<file path="src/rtl/shared_port_arbiter.sv">
// shared_port_arbiter: round-robin grant of one shared datapath among four requesters,
// holding each grant until done/withdrawal, with a watchdog abort for hung transactions.
module shared_port_arbiter #(
   parameter int TIMEOUT  = 16,
   parameter int CNT_BITS = 8
) (
   input  logic       clk,
   input  logic       rst,
   input  logic [3:0] req,
   input  logic       done,
   output logic [3:0] grant,
   output logic [1:0] select,
   output logic       busy,
   output logic       timeout
);
   typedef enum logic {IDLE, BUSY} state_t;
   state_t state, state_n;
   logic [1:0] ptr, ptr_n, select_n, rel_ptr, base, win;
   logic [3:0] grant_n;
   logic [CNT_BITS-1:0] cnt, cnt_n;
   logic busy_n, timeout_n, release_now;
   function automatic logic [1:0] pick(input logic [3:0] r, input logic [1:0] p);
      logic [1:0] idx;
      pick = p;
      for (int k = 3; k >= 0; k--) begin
         idx = p + 2'(k);
         if (r[idx]) pick = idx;
      end
   endfunction
   assign rel_ptr     = select + 2'd1;
   assign base        = (state == IDLE) ? ptr : rel_ptr;
   assign win         = pick(req, base);
   assign release_now = done || !req[select];
   always_comb begin
      state_n   = state;
      ptr_n     = ptr;
      cnt_n     = cnt;
      grant_n   = grant;
      select_n  = select;
      busy_n    = busy;
      timeout_n = 1'b0;
      if (state == IDLE) begin
         if (|req) begin
            grant_n  = 4'b0001 << win;
            select_n = win;
            busy_n   = 1'b1;
            cnt_n    = '0;
            state_n  = BUSY;
         end
      end else if (release_now) begin
         ptr_n   = rel_ptr;
         cnt_n   = '0;
         grant_n = (|req) ? (4'b0001 << win) : 4'b0000;
         select_n = (|req) ? win : select;
         busy_n  = |req;
         state_n = (|req) ? BUSY : IDLE;
      end else if (cnt == CNT_BITS'(TIMEOUT - 1)) begin
         // abort always passes through IDLE, guaranteeing one empty cycle
         timeout_n = 1'b1;
         ptr_n     = rel_ptr;
         cnt_n     = '0;
         grant_n   = 4'b0000;
         busy_n    = 1'b0;
         state_n   = IDLE;
      end else begin
         cnt_n = cnt + 1'b1;
      end
   end
   always_ff @(posedge clk or posedge rst) begin
      if (rst) begin
         state   <= IDLE;
         ptr     <= 2'd0;
         cnt     <= '0;
         grant   <= 4'b0000;
         select  <= 2'd0;
         busy    <= 1'b0;
         timeout <= 1'b0;
      end else begin
         state   <= state_n;
         ptr     <= ptr_n;
         cnt     <= cnt_n;
         grant   <= grant_n;
         select  <= select_n;
         busy    <= busy_n;
         timeout <= timeout_n;
      end
   end
endmodule

</file>
<file path="config.mk">
export PLATFORM = sky130hd
export DESIGN_NAME = shared_port_arbiter
export DESIGN_NICKNAME = d
export VERILOG_FILES = /design/src/rtl/shared_port_arbiter.sv
export SDC_FILE = /design/constraint.sdc
export NUM_CORES = 1
export LEC_CHECK = 0
export CAP_MARGIN = 10
export CORE_MARGIN = 2
export CORE_UTILIZATION = 40
export DETAILED_ROUTE_END_ITERATION = 16
export GPL_ROUTABILITY_DRIVEN = 0
export GPL_TIMING_DRIVEN = 0
export HOLD_SLACK_MARGIN = 0.02
export MAX_ROUTING_LAYER = met4
export SYNTH_ARGS = -nofsm -noshare
export SYNTH_HDL_FRONTEND = slang
export SYNTH_SLANG_ARGS = --single-unit
</file>
<file path="constraint.sdc">
create_clock -name clk -period 1.7 [get_ports clk]
set_input_delay 0.34 -clock clk [delete_from_list [all_inputs] [get_ports clk]]
set_output_delay 0.34 -clock clk [all_outputs]
set_load 0.05 [all_outputs]
</file>
### Word-level counts from Yosys, hierarchy flattened

Cells that the tools add are included.

* $add $sub $neg: 5
* order comparisons: 5
* eq/ne operators: 3
* shift operators: 1
* multiplexer cells: 40
* reductions and logical operators: 7

Operator list (number)
* $mux W8: 4
* $mux W2: 10
* $mux W4: 5
* $mux W1: 16
* $lt A2 B3 Y1 const B: 5
* $bmux W1 S2: 5
* $add A8 B1 Y8 const B: 1
* $eq A8 B4 Y1 const B: 1
* $add A2 B1 Y2 const B: 2
* $add A2 B2 Y2 const B: 2
* $reduce_and A2 Y1: 2
* $reduce_bool A2 Y1: 2
* $reduce_or A4 Y1: 1
* $shl A1 B2 Y4 const A: 1
* $ne A3 B1 Y1 const B: 1
* $ne A2 B1 Y1 const B: 1
* $logic_not A1 Y1: 1
* $logic_or A1 B1 Y1: 1

* register bits: 19
* input bits: 7
* output and inout bits: 8
* word-level logic and storage cells: 68

### Longest topological paths before layout

Gate-level depths: netlist of the first run.

* word-level depth: 13
* gate-level depth with buffers: 6
* gate-level depth less buffers: 6

### Worst setup path after synthesis of the first run

OpenSTA, ideal clock, no wires.

* kind: register to register
* start point: reg select[0]
* end point: reg grant[2]
* library setup time: 0.121 ns
* arrival: 1.831 ns
* required time: 1.579 ns
* path slack: -0.252 ns
* cell stages (with the launch flop): 6
* path buffers: 1
* clock period less this slack: 1.952 ns
* cell sequence: dfrtp_1 -> buf_4 -> mux4_2 -> nand3b_4 -> o21ai_2 -> a22o_1

* word-level cells in the longest chain between the ends: 13

RTL lines
* start, declared: RTL line 12 `output logic [1:0] select,`
* start signal, assigned: RTL line 83 `select <= select_n;`
* $add A2 B1 Y2: RTL line 30 `assign rel_ptr = select + 2'd1;`
* $mux W2: RTL line 31 `assign base = (state == IDLE) ? ptr : rel_ptr;`
* $add A2 B2 Y2: RTL line 26 `idx = p + 2'(k);`
* $bmux W1 S2: RTL line 27 `if (r[idx]) pick = idx;`
* $mux W1 (implied by the code): RTL line 27
* $mux W2 (4 in a row): RTL line 27
* $shl A1 B2 Y4: RTL line 44, 53
* $mux W4: RTL line 53 `grant_n = (|req) ? (4'b0001 << win) : 4'b0000;`
* $mux W4: RTL line 50 `end else if (release_now) begin`
* $mux W4: RTL line 42 `if (state == IDLE) begin`
* end signal, assigned: RTL line 82 `grant <= grant_n;`
* end, declared: RTL line 11 `output logic [3:0] grant,`

Several ways; a longest one is shown, not always the timed one. The select of a mux whose other input is x is not followed.
A chain may end at the register's enable or synchronous reset.

### Worst setup path in the final report of the first run

* start point: in req[3]
* end point: reg grant[1]

* word-level cells in the longest chain between the ends: 10

RTL lines
* start, declared: RTL line 9 `input logic [3:0] req,`
* $bmux W1 S2: RTL line 27
* $mux W1 (implied by the code): RTL line 27
* $mux W2 (4 in a row): RTL line 27
* $shl A1 B2 Y4: RTL line 44, 53
* $mux W4: RTL line 53
* $mux W4: RTL line 50
* $mux W4: RTL line 42

Several ways; a longest one is shown, not always the timed one. The select of a mux whose other input is x is not followed.

==> results.yml, run 1 <==
outcome:
  status: "finished, violations left"
  violations: "negative setup slack"
cts:
  clk_path_buf_depth: 2
  htree_num_levels: 1
  cts_root_buf: "clkbuf_4"
  cts_hold_buffers: 0
  cts_tree: "done"
  cts-buffers-inserted: 3
  clk_pin_slew_ps: 110
  clkSinkCount: 19
  worstSkewPairLatency_ps: 300
critical_path:
  cp_data_required_time_ps: 1940
  reg2reg_depth: 6
  worst-path-buf-inv: 1
  critical_path.cell_chain: "clkdlybuf4s50_1 -> mux4_2 -> and3b_2 -> nor2_4 -> nand4_1 -> nand2_1"
  worstReg2RegEnd: "grant[2]$_DFFE_PP0P_"
  crit_path_top_delay_cell: "mux4_2"
  r2r-start: "select[0]$_DFFE_PP0P_"
  critPathLaunch: "req[3]"
  cp_top_family: "simple AND/OR/NAND/NOR gates"
  rrSetupSlack_ps: 0
  cp.depth: 6
  start_kind: "primary input"
  critical_path.max_stage_delay_ps: 560
  crit_arrival_ps: 1970
  endpoint_kind: "flop"
  crit_type: "in2reg"
  endpoint: "grant[1]$_DFFE_PP0P_"
  critPathMaxFanout: 5
synthesis:
  syn-num-nets: 116
  synth-xor-area-share_pct: 4.84
  muxShareOfSynthArea_pct: 3.19
  synth-seq-cells: 19
  synth_area_leaders: "dfrtp_1, nand2_1, o21ai_1"
  syn_area_per_cell_um2: 9.81
  ys_warn_count: 0
  synth_top_family_by_area: "simple AND/OR/NAND/NOR gates"
  synth_top_area_cell: "dfrtp_1"
  synth_compound_area_share_pct: 19.7
  synthSimpleGateAreaFrac_pct: 23.3
  synth_top_area_share_pct: 44.9
  yosysSeqAreaShare_pct: 44.9
  synth_area_um2: 1060
  synth_adder_area_share_pct: 1.18
  yosysUniqueCellTypes: 41
  synth_cells: 108
sta:
  worst_hold_slack_ps: 438
  clock_skew_ps: 1.28
  rsz0062_at_grt: "yes"
  hold_viol_final: 0
  min_period_over_period_pct: 101
  worst-slew-pin-transition_ps: 693
  tns_ps: -25.1
  slew_headroom_pct: 53.7
  final.min_clock_period_ps: 1720
  setup_ws_ps: -21.0
  setup_violations: 3
  max_freq_mhz: 581
  maxSlewViolCount: 0
final_layout:
  fillCellCount: 225
  layout_common_cells: "dfrtp_1, nand2_1, dlygate4sd2_1"
  seq_area_um2: 478
  multiInputGateArea_um2: 674
  finalNonFillerCells: 157
  layout_commonest_cell: "dfrtp_1"
  area_delta_synth_final_pct: 31.5
  finish.utilization_pct: 55.8
  n_antenna_cell: 0
  drive_gt1_share_pct: 25.2
  num-nets-final: 136
  final_area_um2: 1390
floorplan:
  core_area_um2: 2500
  fp.dieH_um: 55.5
  die_area_um2: 3080
  initial_core_util_pct: 42.4
  rows: 18
  die-width_um: 55.5
  io-pin-count: 15
detailed_routing:
  ant_nets: 0
  num_vias: 872
  drt_iter0_markers: 14
  drcViolationCount: 0
  wl_per_cell_um: 14.9
  drt-pass1-iter-count: 4
  routed_wl_um: 2340
  via_per_inst: 5.55
power:
  power_mw: 2.29
  leakage_nw: 0.610
  ir_worst_vdd_v: 0.000927
  p_per_area_nw_per_um2: 1650
placement:
  dp_hpwl_um: 1630
  dp_slack_ps: -435
  place_area_um2: 1270
  place_inst: 152
  port_buffers: 14
grt:
  grt_max_degree: 20
  antenna_found_initial: 0
  grt.total_usage_pct: 16.8
  grt_pass1_vias: 864
  grt_pass1_wl_um: 4010
  gr-total-overflow: 0
hold_path:
  hold_class: "in2async"
job:
  cap_violations: 0
-- what timing repair did --
item | CTS | global route
setup endpoints to repair | 23 | 13
setup buffers | 0 | 1
pin swaps | 1 | 2
resized for setup | 19 | 13
-- power by group --
part / internal (mW) / switching (mW)
sequential: 0.576 / 0.103
combinational: 0.551 / 0.833
clock: 0.0876 / 0.146
total: 1.21 / 1.08
-- logic make-up after synthesis --
group                      count (synthesis)
DFF                                       19
muxes                                      2
AOI/OAI and AO/OA                         28
and+or+nand+nor                           46
buffers and inverters                      7
adders and majority gates                  1
xor gates and xnor gates                   5
-- worst register-to-register path, stage by stage (launching register included) --
cell and delay [ps]:
dfrtp_2 420, buf_6 140, nand2b_2 210, a31o_1 260, o32ai_4 320, nor2_2 70
a22o_1 180
-- worst min path at each step --
stage,startpoint,endpoint,slack (ps),cells past startpoint
after floorplan,rst,busy$_DFFE_PP0P_,290,1
after global placement,grant[1]$_DFFE_PP0P_,grant[1]$_DFFE_PP0P_,470,2
after detailed placement,grant[1]$_DFFE_PP0P_,grant[1]$_DFFE_PP0P_,460,2
after CTS,rst,busy$_DFFE_PP0P_,470,2
after global routing,rst,busy$_DFFE_PP0P_,500,2
final,rst,busy$_DFFE_PP0P_,440,2
-- per-layer routing --
metal | global-route usage, % | part of all wire [%] | vias to the layer above
met1 | 23.2 | 50 | 418
met2 | 25.0 | 46 | 20
met4 | 6.27 | 1.5 | 0
li1 | - | - | 430
met3 | 2.34 | 3.3 | 4
met5 | - | 0 | -
-- flip-flops by register name, summed over array words and instances (netlist names) --
name     count
cnt          8
grant        4
ptr          2
select       2
busy         1
state        1
timeout      1
-- cell type report --
cell class	instances	share of cell area, %
Inverter	5	1.35
Timing Repair Buffer	15	9.69
Clock buffer	3	1.62
Clock inverter	1	0.359
Sequential cell	19	34.3
Tap cell	30	2.69
Multi-Input combinational cell	82	48.4
Buffer	2	1.62
-- cells in the mapped netlist (all sizes together) --
cell	number
dfrtp	19
nand2	17
nor2	9
o21ai	9
inv	5
a21oi	4
nand2b	4
xor2	4
a31oi	3
and3	3
nand3	3
a2111oi	2
a22o	2
buf	2
nand4	2
or4	2
a211o	1
a21o	1
a31o	1
a32o	1
a32oi	1
and3b	1
ha	1
mux2	1
mux4	1
nand3b	1
nor2b	1
nor3	1
nor4	1
o211ai	1
o31ai	1
o32ai	1
or3	1
xnor2	1
(Power assumes the default switching activity.)
==> inputs of run 2 (changes only) <==
- SETUP_SLACK_MARGIN: unset -> 0.5
==> results.yml, run 2 (synthesis results as in run 1) <==
job:
  cap_violations: 0
detailed_routing:
  drt_iter0_markers: 42
  wl_per_cell_um: 15.0
  via_per_inst: 5.60
  num_vias: 975
  routed_wl_um: 2620
  drt-pass1-iter-count: 4
  ant_nets: 0
  drcViolationCount: 0
cts:
  clk_pin_slew_ps: 120
  cts-buffers-inserted: 3
  cts_root_buf: "clkbuf_4"
  cts_tree: "done"
  htree_num_levels: 1
  cts_hold_buffers: 0
  clkSinkCount: 19
  clk_path_buf_depth: 2
  worstSkewPairLatency_ps: 310
sta:
  clock_skew_ps: 5.19
  maxSlewViolCount: 0
  setup_ws_ps: -7.44
  hold_viol_final: 0
  max_freq_mhz: 586
  rsz0062_at_grt: "yes"
  min_period_over_period_pct: 100
  slew_headroom_pct: 52.2
  setup_violations: 2
  worst-slew-pin-transition_ps: 716
  final.min_clock_period_ps: 1710
critical_path:
  endpoint_kind: "flop"
  cp_data_required_time_ps: 1960
  r2r-start: "select[0]$_DFFE_PP0P_"
  rrSetupSlack_ps: -7
  crit_type: "reg2reg"
  critPathMaxFanout: 6
  endpoint: "grant[1]$_DFFE_PP0P_"
  crit_arrival_ps: 1960
  critPathLaunch: "select[0]$_DFFE_PP0P_"
  reg2reg_depth: 6
  start_kind: "flop"
  worstReg2RegEnd: "grant[1]$_DFFE_PP0P_"
final_layout:
  area_delta_synth_final_pct: 51.6
  finalNonFillerCells: 174
  seq_area_um2: 478
  top_regs: "cnt (8), grant (4)"
  fillCellCount: 204
  multiInputGateArea_um2: 719
  drive_gt1_share_pct: 45.8
  top_register: "cnt"
  num-nets-final: 153
  n_antenna_cell: 0
  layout_commonest_cell: "dfrtp_1"
  layout_common_cells: "dfrtp_1, buf_4, nand2_1"
  largest_reg_flops: 8
floorplan:
  die_area_um2: 3080
  core_area_um2: 2500
  io-pin-count: 15
  fp.dieH_um: 55.5
  rows: 18
  die-width_um: 55.5
  initial_core_util_pct: 42.4
power:
  power_mw: 2.71
  p_per_area_nw_per_um2: 1690
  leakage_nw: 0.703
  ir_worst_vdd_v: 0.00126
grt:
  antenna_found_initial: 0
  grt_pass1_vias: 983
  gr-total-overflow: 0
  grt.total_usage_pct: 17.6
  grt_max_degree: 20
  grt_pass1_wl_um: 4300
placement:
  dp_slack_ps: -445
  dp_hpwl_um: 1670
  port_buffers: 14
  place_inst: 152
outcome:
  status: "finished, violations left"
  violations: "negative setup slack"
hold_path:
  hold_class: "in2async"
## run 2: cell count changes in the layout (fill, tap and decap cells not counted), sizes merged
cell | before | now
clkinvlp | 0 | 1
clkdlybuf4s15 | 1 | 0
buf | 3 | 28
clkinv | 1 | 0
dlygate4sd2 | 10 | 3
## run 2: area by class of cell
| type | count | area share (%) |
|---|---|---|
| Multi-Input combinational cell | 82 | 44.8 |
| Sequential cell | 19 | 29.8 |
| Timing Repair Buffer | 32 | 18.5 |
| Tap cell | 30 | 2.34 |
| Buffer | 2 | 1.64 |
| Clock buffer | 3 | 1.40 |
| Inverter | 5 | 1.17 |
| Clock inverter | 1 | 0.467 |
## run 2: layer usage
metal,track usage (%),vias to the layer above,part of all wire (%)
li1,-,467,-
met1,22.0,486,45
met2,28.4,22,50
met3,5.39,0,4.7
met4,3.48,0,0
met5,-,-,0
## run 2: worst min-delay path by stage
stage / to / slack [ps] / depth (start not counted) / startpoint
floorplan: busy$_DFFE_PP0P_ / 290 / 1 / rst
global placement: busy$_DFFE_PP0P_ / 460 / 2 / busy$_DFFE_PP0P_
detailed placement: busy$_DFFE_PP0P_ / 460 / 2 / busy$_DFFE_PP0P_
CTS: cnt[5]$_DFFE_PP0P_ / 460 / 2 / rst
global route: cnt[5]$_DFFE_PP0P_ / 500 / 2 / rst
finish: cnt[6]$_DFFE_PP0P_ / 430 / 2 / rst
## run 2: worst max-delay path, cell delays in order, from the launching register on
cell,delay (ps)
dfrtp_2,400
buf_8,140
mux4_2,550
and3b_2,290
nor2_4,100
nand4_1,100
nand2_1,80
## run 2: report_power, final
group,switching [mW],total (mW),internal [mW]
clock,0.155,0.245,0.0897
combinational,0.912,1.76,0.849
sequential,0.131,0.707,0.576
total,1.20,2.71,1.51
## run 2: timing repair
| item | CTS | global route |
|---|---|---|
| buffers inserted | 13 | 5 |
| resized for setup | 76 | 16 |
| pin swaps | 14 | 8 |
| hold endpoints to repair | 0 | 0 |
| endpoints found under the setup margin | 27 | 27 |
## run 2: per-stage QoR
stage	utilization, %	instance area [um2]	TNS (ps)	hold slack [ps]
6_report	64.3	1610	-14.3	431
5_1_grt	64.3	1610	-404	499
4_1_cts	59.5	1490	-27.9	461
3_5_place_dp	51.0	1270	-6020	461
3_3_place_gp	51.0	1270	-5810	456
2_1_floorplan	-	1100	-492	291
==> inputs of run 3 (changes only) <==
- CORE_MARGIN: 2 -> 4
==> results.yml, run 3 (synthesis results as in run 1) <==
outcome:
  status: "finished, violations left"
  violations: "negative setup slack"
final_layout:
  finish.utilization_pct: 62.4
  layout_common_cells: "dfrtp_1, nand2_1, buf_6"
  n_antenna_cell: 0
  layout_commonest_cell: "dfrtp_1"
  drive_gt1_share_pct: 42.4
  top_register: "cnt"
  fillCellCount: 209
  multiInputGateArea_um2: 711
  area_delta_synth_final_pct: 47.1
  finalNonFillerCells: 169
  final_area_um2: 1560
  seq_area_um2: 478
  top_regs: "cnt (8), grant (4)"
  num-nets-final: 148
  largest_reg_flops: 8
critical_path:
  critical_path.max_stage_delay_ps: 430
  start_kind: "flop"
  crit_arrival_ps: 1920
  cp_data_required_time_ps: 1900
  critPathMaxFanout: 6
  critical_path.cell_chain: "buf_6 -> xnor2_2 -> a21oi_2 -> o211ai_1 -> nand2_2 -> a32o_1"
  crit_type: "reg2reg"
  crit_path_top_delay_cell: "dfrtp_2"
  endpoint_kind: "flop"
cts:
  worstSkewPairLatency_ps: 300
  cts_hold_buffers: 0
  htree_num_levels: 1
  cts_tree: "done"
  clk_pin_slew_ps: 120
  clk_path_buf_depth: 2
  cts-buffers-inserted: 3
  clkSinkCount: 19
  cts_root_buf: "clkbuf_4"
sta:
  max_freq_mhz: 582
  final.min_clock_period_ps: 1720
  min_period_over_period_pct: 101
  setup_violations: 1
  clock_skew_ps: 3.18
  maxSlewViolCount: 0
  rsz0062_at_grt: "yes"
  slew_headroom_pct: 52.3
  setup_ws_ps: -19.4
  worst-slew-pin-transition_ps: 714
  hold_viol_final: 0
  worst_hold_slack_ps: 438
floorplan:
  die-width_um: 59.5
  die_area_um2: 3540
  fp.dieH_um: 59.5
  rows: 18
  core_area_um2: 2500
  initial_core_util_pct: 42.4
  io-pin-count: 15
detailed_routing:
  drt_iter0_markers: 34
  wl_per_cell_um: 15.4
  routed_wl_um: 2600
  ant_nets: 0
  drt-pass1-iter-count: 4
  drcViolationCount: 0
  num_vias: 932
  via_per_inst: 5.51
power:
  ir_worst_vdd_v: 0.00142
  p_per_area_nw_per_um2: 1640
  power_mw: 2.56
  leakage_nw: 0.697
placement:
  port_buffers: 14
  place_area_um2: 1270
  dp_hpwl_um: 1660
  place_inst: 152
grt:
  grt_pass1_vias: 915
  gr-total-overflow: 0
  grt_max_degree: 20
  antenna_found_initial: 0
  grt.total_usage_pct: 16.2
  grt_pass1_wl_um: 4230
hold_path:
  hold_class: "in2async"
job:
  cap_violations: 0
==> run 3: cell types whose count changed in the layout (fill, tap and decap cells not counted), moves of 2 or more <==
cell	delta
buf_6	+3
nand2_1	+3
buf_4	-6
buf_8	-2
nor2_2	-2
nand2_2	-3
==> run 3: what timing repair did <==
item / in CTS / in global routing
gates cloned: 0 / 0
setup endpoints to repair: 27 / 27
gates resized for setup: 76 / 16
pin swaps: 12 / 10
setup buffers: 8 / 5
==> run 3: final cells by class <==
class | count | area share (%)
plain buffers | 2 | 1.44
repair buffers | 27 | 16.8
clock inverters | 1 | 0.482
clock buffers | 3 | 1.44
well taps | 30 | 2.41
inverters | 5 | 1.20
multi-input cells | 82 | 45.6
flip-flops and latches | 19 | 30.7
==> run 3: report_power, final <==
part	switching, mW	internal, mW	total (mW)
combinational	0.876	0.743	1.62
sequential	0.120	0.576	0.697
clock	0.151	0.0895	0.241
==> run 3: per-stage QoR <==
step                TNS (ps)  setup WS [ps]
floorplan               -492          -68.6
global placement       -5840           -438
detailed placement     -6080           -446
CTS                    -39.3          -33.6
global route            -381           -100
finish                 -19.4          -19.4
==> run 3: per-layer routing <==
layer	vias up	global-route usage [%]	part of all wire [%]
met3	4	4.36	6.3
met2	35	24.3	48
met4	0	1.94	0.92
met1	436	22.4	45
met5	-	-	0
li1	457	-	-
==> run 3: worst max-delay path: cells and delay by family, from the launching register on <==
kind | cells | cell delay, ps
XOR/XNOR | 1 | 260
buffers and inverters | 1 | 140
AND/OR/NAND/NOR | 1 | 130
flip-flops | 1 | 430
AO/OA/AOI/OAI | 3 | 670
==> run 3: path summary, 6_finish.rpt <==
check / start / to / slack, ps / cells past startpoint
worst min register to register: busy$_DFFE_PP0P_ / busy$_DFFE_PP0P_ / 510 / 2
worst max register to register: select[0]$_DFFE_PP0P_ / grant[0]$_DFFE_PP0P_ / -20 / 6
max in group asynchronous: rst / select[0]$_DFFE_PP0P_ / 770 / 2
worst min-delay path: rst / cnt[4]$_DFFE_PP0P_ / 440 / 2
worst max-delay path: select[0]$_DFFE_PP0P_ / grant[0]$_DFFE_PP0P_ / -20 / 6
min in group clk: busy$_DFFE_PP0P_ / busy$_DFFE_PP0P_ / 510 / 2
